<file path="src/rtl/sm_adder_arbiter.sv">
// sm_adder_arbiter: round-robin share of one sign-magnitude adder; SM_SAT_EN saturates same-sign overflow
module sm_adder_arbiter #(
  parameter int SIZE = 16,
  parameter int NREQ = 4,
  parameter int IDW  = 2
) (
  input  logic                 clk,
  input  logic                 rst_n,
  input  logic [NREQ-1:0]      req_valid,
  output logic [NREQ-1:0]      req_ready,
  input  logic [NREQ*SIZE-1:0] req_a,
  input  logic [NREQ*SIZE-1:0] req_b,
  output logic                 out_valid,
  input  logic                 out_ready,
  output logic [SIZE-1:0]      out_data,
  output logic [IDW-1:0]       out_id
);
  typedef enum logic [1:0] {IDLE, EXEC, HOLD} state_t;
  state_t          state;
  logic [IDW-1:0]  rr;
  logic [IDW-1:0]  op_id;
  logic [SIZE-1:0] op_a, op_b;
  logic [IDW-1:0]  scan, gnt_idx;
  logic            gnt_any;
  logic [SIZE-1:0] sel_a, sel_b;
  logic [SIZE-2:0] ma, mb, mag_same, mag;
  logic            a_gt, sgn;
  // first valid requester after the round-robin pointer, wrapping at NREQ
  always_comb begin
    gnt_any = 1'b0;
    gnt_idx = '0;
    scan    = '0;
    for (int k = 1; k <= NREQ; k++) begin
      scan = IDW'((int'(rr) + k) % NREQ);
      if (!gnt_any && req_valid[scan]) begin
        gnt_any = 1'b1;
        gnt_idx = scan;
      end
    end
  end
  // operand mux for the granted requester
  always_comb begin
    sel_a = '0;
    sel_b = '0;
    for (int i = 0; i < NREQ; i++) begin
      if (gnt_idx == IDW'(i)) begin
        sel_a = req_a[i*SIZE +: SIZE];
        sel_b = req_b[i*SIZE +: SIZE];
      end
    end
  end
  assign req_ready = (rst_n && state == IDLE && gnt_any) ? NREQ'(1) << gnt_idx : '0;
  assign ma   = op_a[SIZE-2:0];
  assign mb   = op_b[SIZE-2:0];
  assign a_gt = ma > mb;
`ifdef SM_SAT_EN
  logic [SIZE-1:0] sum;
  assign sum      = {1'b0, ma} + {1'b0, mb};
  assign mag_same = sum[SIZE-1] ? '1 : sum[SIZE-2:0];
`else
  assign mag_same = ma + mb;
`endif
  assign mag = (op_a[SIZE-1] == op_b[SIZE-1]) ? mag_same : (a_gt ? ma - mb : mb - ma);
  assign sgn = a_gt ? op_a[SIZE-1] : op_b[SIZE-1];
  // grant, compute, hold-until-consumed sequencing
  always_ff @(posedge clk or negedge rst_n) begin
    if (!rst_n) begin
      state     <= IDLE;
      rr        <= IDW'(NREQ-1);
      op_a      <= '0;
      op_b      <= '0;
      op_id     <= '0;
      out_valid <= 1'b0;
      out_data  <= '0;
      out_id    <= '0;
    end else begin
      case (state)
        IDLE: if (gnt_any) begin
          op_a  <= sel_a;
          op_b  <= sel_b;
          op_id <= gnt_idx;
          rr    <= gnt_idx;
          state <= EXEC;
        end
        EXEC: begin
          out_data  <= {sgn, mag};
          out_id    <= op_id;
          out_valid <= 1'b1;
          state     <= HOLD;
        end
        HOLD: if (out_ready) begin
          out_valid <= 1'b0;
          state     <= IDLE;
        end
        default: state <= IDLE;
      endcase
    end
  end
endmodule

</file>
<file path="config.mk">
export PLATFORM = sky130hd
export DESIGN_NAME = sm_adder_arbiter
export DESIGN_NICKNAME = d
export VERILOG_FILES = /design/src/rtl/sm_adder_arbiter.sv
export SDC_FILE = /design/constraint.sdc
export NUM_CORES = 1
export LEC_CHECK = 0
export CAP_MARGIN = 10
export CELL_PAD_IN_SITES_DETAIL_PLACEMENT = 0
export CELL_PAD_IN_SITES_GLOBAL_PLACEMENT = 1
export CORE_UTILIZATION = 36
export CTS_CLUSTER_DIAMETER = 40
export DETAILED_ROUTE_END_ITERATION = 8
export PLACE_DENSITY = 0.89
export SLEW_MARGIN = 15
export SYNTH_ARGS = -nofsm -noshare
export SYNTH_HDL_FRONTEND = slang
export SYNTH_SLANG_ARGS = --single-unit
</file>
<file path="constraint.sdc">
create_clock -name clk -period 6.46 [get_ports clk]
set_input_delay 0.969 -clock clk [delete_from_list [all_inputs] [get_ports clk]]
set_output_delay 0.969 -clock clk [all_outputs]
set_load 0.05 [all_outputs]
</file>
==> reports/results.tsv <==
metric	value	unit
Worst EP required	5.49	ns
Mapped Nets	949	
Leak Pwr	3.33	nW
ys async rst share	1.00	
biggest cell delay along the critical path	0.83	ns
Worst setup SP type	input port	
cell chain of the critical path	clkdlybuf4s50_1, nor2_1, a211o_2, buf_4, inv_1, nand3_1, nor2_1, clkdlybuf4s50_1	
Core Area	14500	um^2
slew margin rel.	0.523	
critical path arrival	3.55	ns
first-pass GRT wire length	24.2	mm
# Post-CTS Setup Buffers	0	
DRC Markers	0	
worst-path fanout max	68	
# rows	44	
share of post-route cells with drive strength above 1	0.0503	
Clock power frac	0.121	
Ant. Diodes	0	
Logic pwr share	0.709	
top cells by area, synth	dfrtp_1 (26%), nand2_1 (16%), ha_1 (12%)	
clk_lat worst skew	0.34	ns
routed len/inst	13.9	um
min-delay worst type	reg -> reg	
CP Capture Type	output port	
status	completed	
Max Root-Sink Buffers	2	
Avg Cell Area, Syn	6.96	um^2
Synth Flop Type	dfrtp_1	
final setup fails	0	
number of port buffers	157	
vias in the first global route	4959	
max-cap violations	0	
RSZ-0062 raised after global routing	no	
CTS tree	yes	
post-synthesis sequential area ratio	0.269	
Num Clock Sinks	57	
total congestion overflow	0	
Worst-Margin Slew	0.715	ns
total number of vias	5367	
hold depth	2	
Clk pin slew, worst setup/hold paths	0.06	ns
fin crit share	0.699	
Total Power	4.32	mW
Final Util	0.504	
Yosys top cell by area	dfrtp_1	
synth warn	0	
VDD IR max	0.220	mV
#FFs+latches synth	57	
fill count	1467	
fin crit period	4.52	ns
Cells after Synth	762	
Final TNS setup	0	ns
fin nets	1077	
final hold viol count	0	
Sw Share	0.514	
cell area after synthesis	5310	um^2
antenna-violating nets left	0	
area share of the largest cell type after synthesis	0.259	
largest net degree at the start of global routing	69	
initial antenna violation count	0	
Int Pwr	2.10	mW
first-pass iteration count of the detailed router	4	
fmax	221	MHz
Die H	123	um
kind of critical path	in -> out	
Detailed Route Iter0 Violations	292	
hold bufs inserted after CTS	0	
EDFF count, synth	0	
H-tree depth	3	
CTS buffer count	9	
Distinct cells, synth	56	
cell count after placement	1063	
total wire length	15.0	mm
part of the power in registers	0.170	
die area	15200	um^2
Power Density	593	nW/um^2
global placement routability congestion	0.881	
final std cells w/o fill	1079	
Detail Placement HPWL	11.9	mm
Slowest cell on crit path	clkdlybuf4s50_1	
Clock Skews	0.00947	ns
Slew Limit Fails	0	
post_cts resized	0	
I/O pins	158	
initial core utilization	0.366	
Syn-to-layout area delta	37.4	%
vias per std cell	4.97	
gr usage total	0.206	
clock tree root driver cell	clkbuf_16	
cell depth of the worst flop-to-flop path	11	
Die Wd	123	um
Psw	2.22	mW
==> cells in the mapped netlist (3+ instances only) <==
cell type  number
o211ai_1        5
fa_1            3
nor2_1         35
o31ai_1         3
xor2_1          7
nand2b_1        5
mux2_2          3
a211o_1         3
or3_1           5
a21o_1          6
o21ai_0        83
nor3_1         11
buf_2           7
inv_1          46
nor2b_1         7
o21ai_1        21
xnor2_1         8
dfrtp_1        55
clkbuf_1       25
nand2_1       233
mux2i_1         6
ha_1           49
nand3_1        39
buf_4           5
a21oi_1        32
buf_1           8
a31oi_1         8
nand3b_1        4
==> routing by layer <==
layer	global-route usage	share of wire
met2	0.319	0.44
met1	0.283	0.49
met3	0.0461	0.062
met5	0	0
met4	0.0633	0.016
==> sequential cells by signal, indices dropped and copies added (netlist names) <==
name       flops
op_a          16
op_b          16
op_id          2
out_data      16
out_id         2
out_valid      1
rr             2
state          2
==> critical path, delay by kind of cell <==
kind	cells	cell delay, ns
and+or+nand+nor	3	0.38
AOI/OAI and AO/OA	1	0.30
buffers and inverters	4	1.88
==> stage by stage <==
step	hold WS, ns	setup WS [ns]	cell area [um^2]
global placement	0.462	2.00	6970
global route	0.510	1.77	7290
detailed placement	0.472	1.92	6970
CTS	0.486	1.93	7290
floorplan	0.442	3.01	5310
finish	0.477	1.94	7290
==> cell type report <==
| cell class | count | area (um^2) | share of cell area |
|---|---|---|---|
| multi-input combinational | 612 | 3520 | 0.482 |
| timing repair buffer | 164 | 1620 | 0.222 |
| sequential | 57 | 1430 | 0.196 |
| tap | 184 | 230 | 0.0316 |
| clock buffer | 9 | 225 | 0.0309 |
| inverter | 46 | 173 | 0.0237 |
| clock inverter | 7 | 101 | 0.0139 |
==> power by group through the flow <==
stage / Clock [mW] / Combinational, mW / Sequential [mW]
after floorplan: 0 / 2.19 / 0.885
after global placement: 0 / 3.02 / 0.731
after CTS: 0.534 / 3.05 / 0.737
final: 0.523 / 3.07 / 0.733
after detailed placement: 0 / 3.04 / 0.743
after global routing: 0.551 / 3.41 / 0.769
==> path summary, 6_finish.rpt <==
| kind | slack (ns) | startpoint | endpoint |
|---|---|---|---|
| max in group asynchronous | 5.20 | rst_n | op_a[12] |
| max | 1.94 | req_valid[2] | req_ready[2] |
| min in group asynchronous | 0.77 | rst_n | out_data[15] |
| min | 0.48 | out_data[7] | out_data[7] |
| max reg2reg | 3.23 | op_a[8] | out_data[9] |
| min reg2reg | 0.48 | out_data[7] | out_data[7] |
==> kinds of logic after synthesis <==
family	synth area share
simple gates	0.282
compound gates	0.203
buf+inv	0.0738
flops	0.269
fa+ha+maj	0.127
xor+xnor	0.0248
mux	0.0205
==> placed cells by master (no fill, tap or decap), types with 3 or more instances in the layout <==
master,netlist,routed
clkbuf_16,0,9
o211ai_1,5,5
o21ai_0,83,83
mux2i_1,6,6
or3_1,5,5
o31ai_1,3,3
nand3_1,39,39
a21o_1,6,6
a21oi_1,32,31
fa_1,3,3
nand2_1,233,233
o21ai_1,21,21
nor2_1,35,35
ha_1,49,49
a31oi_1,8,8
xor2_1,7,7
nand2b_1,5,5
nor3_1,11,11
nand3b_1,4,4
xnor2_1,8,8
dfrtp_1,55,55
buf_4,5,7
mux2_2,3,3
nor2b_1,7,7
clkdlybuf4s50_1,0,156
inv_1,46,46
Power figures use the tool's default switching activity.
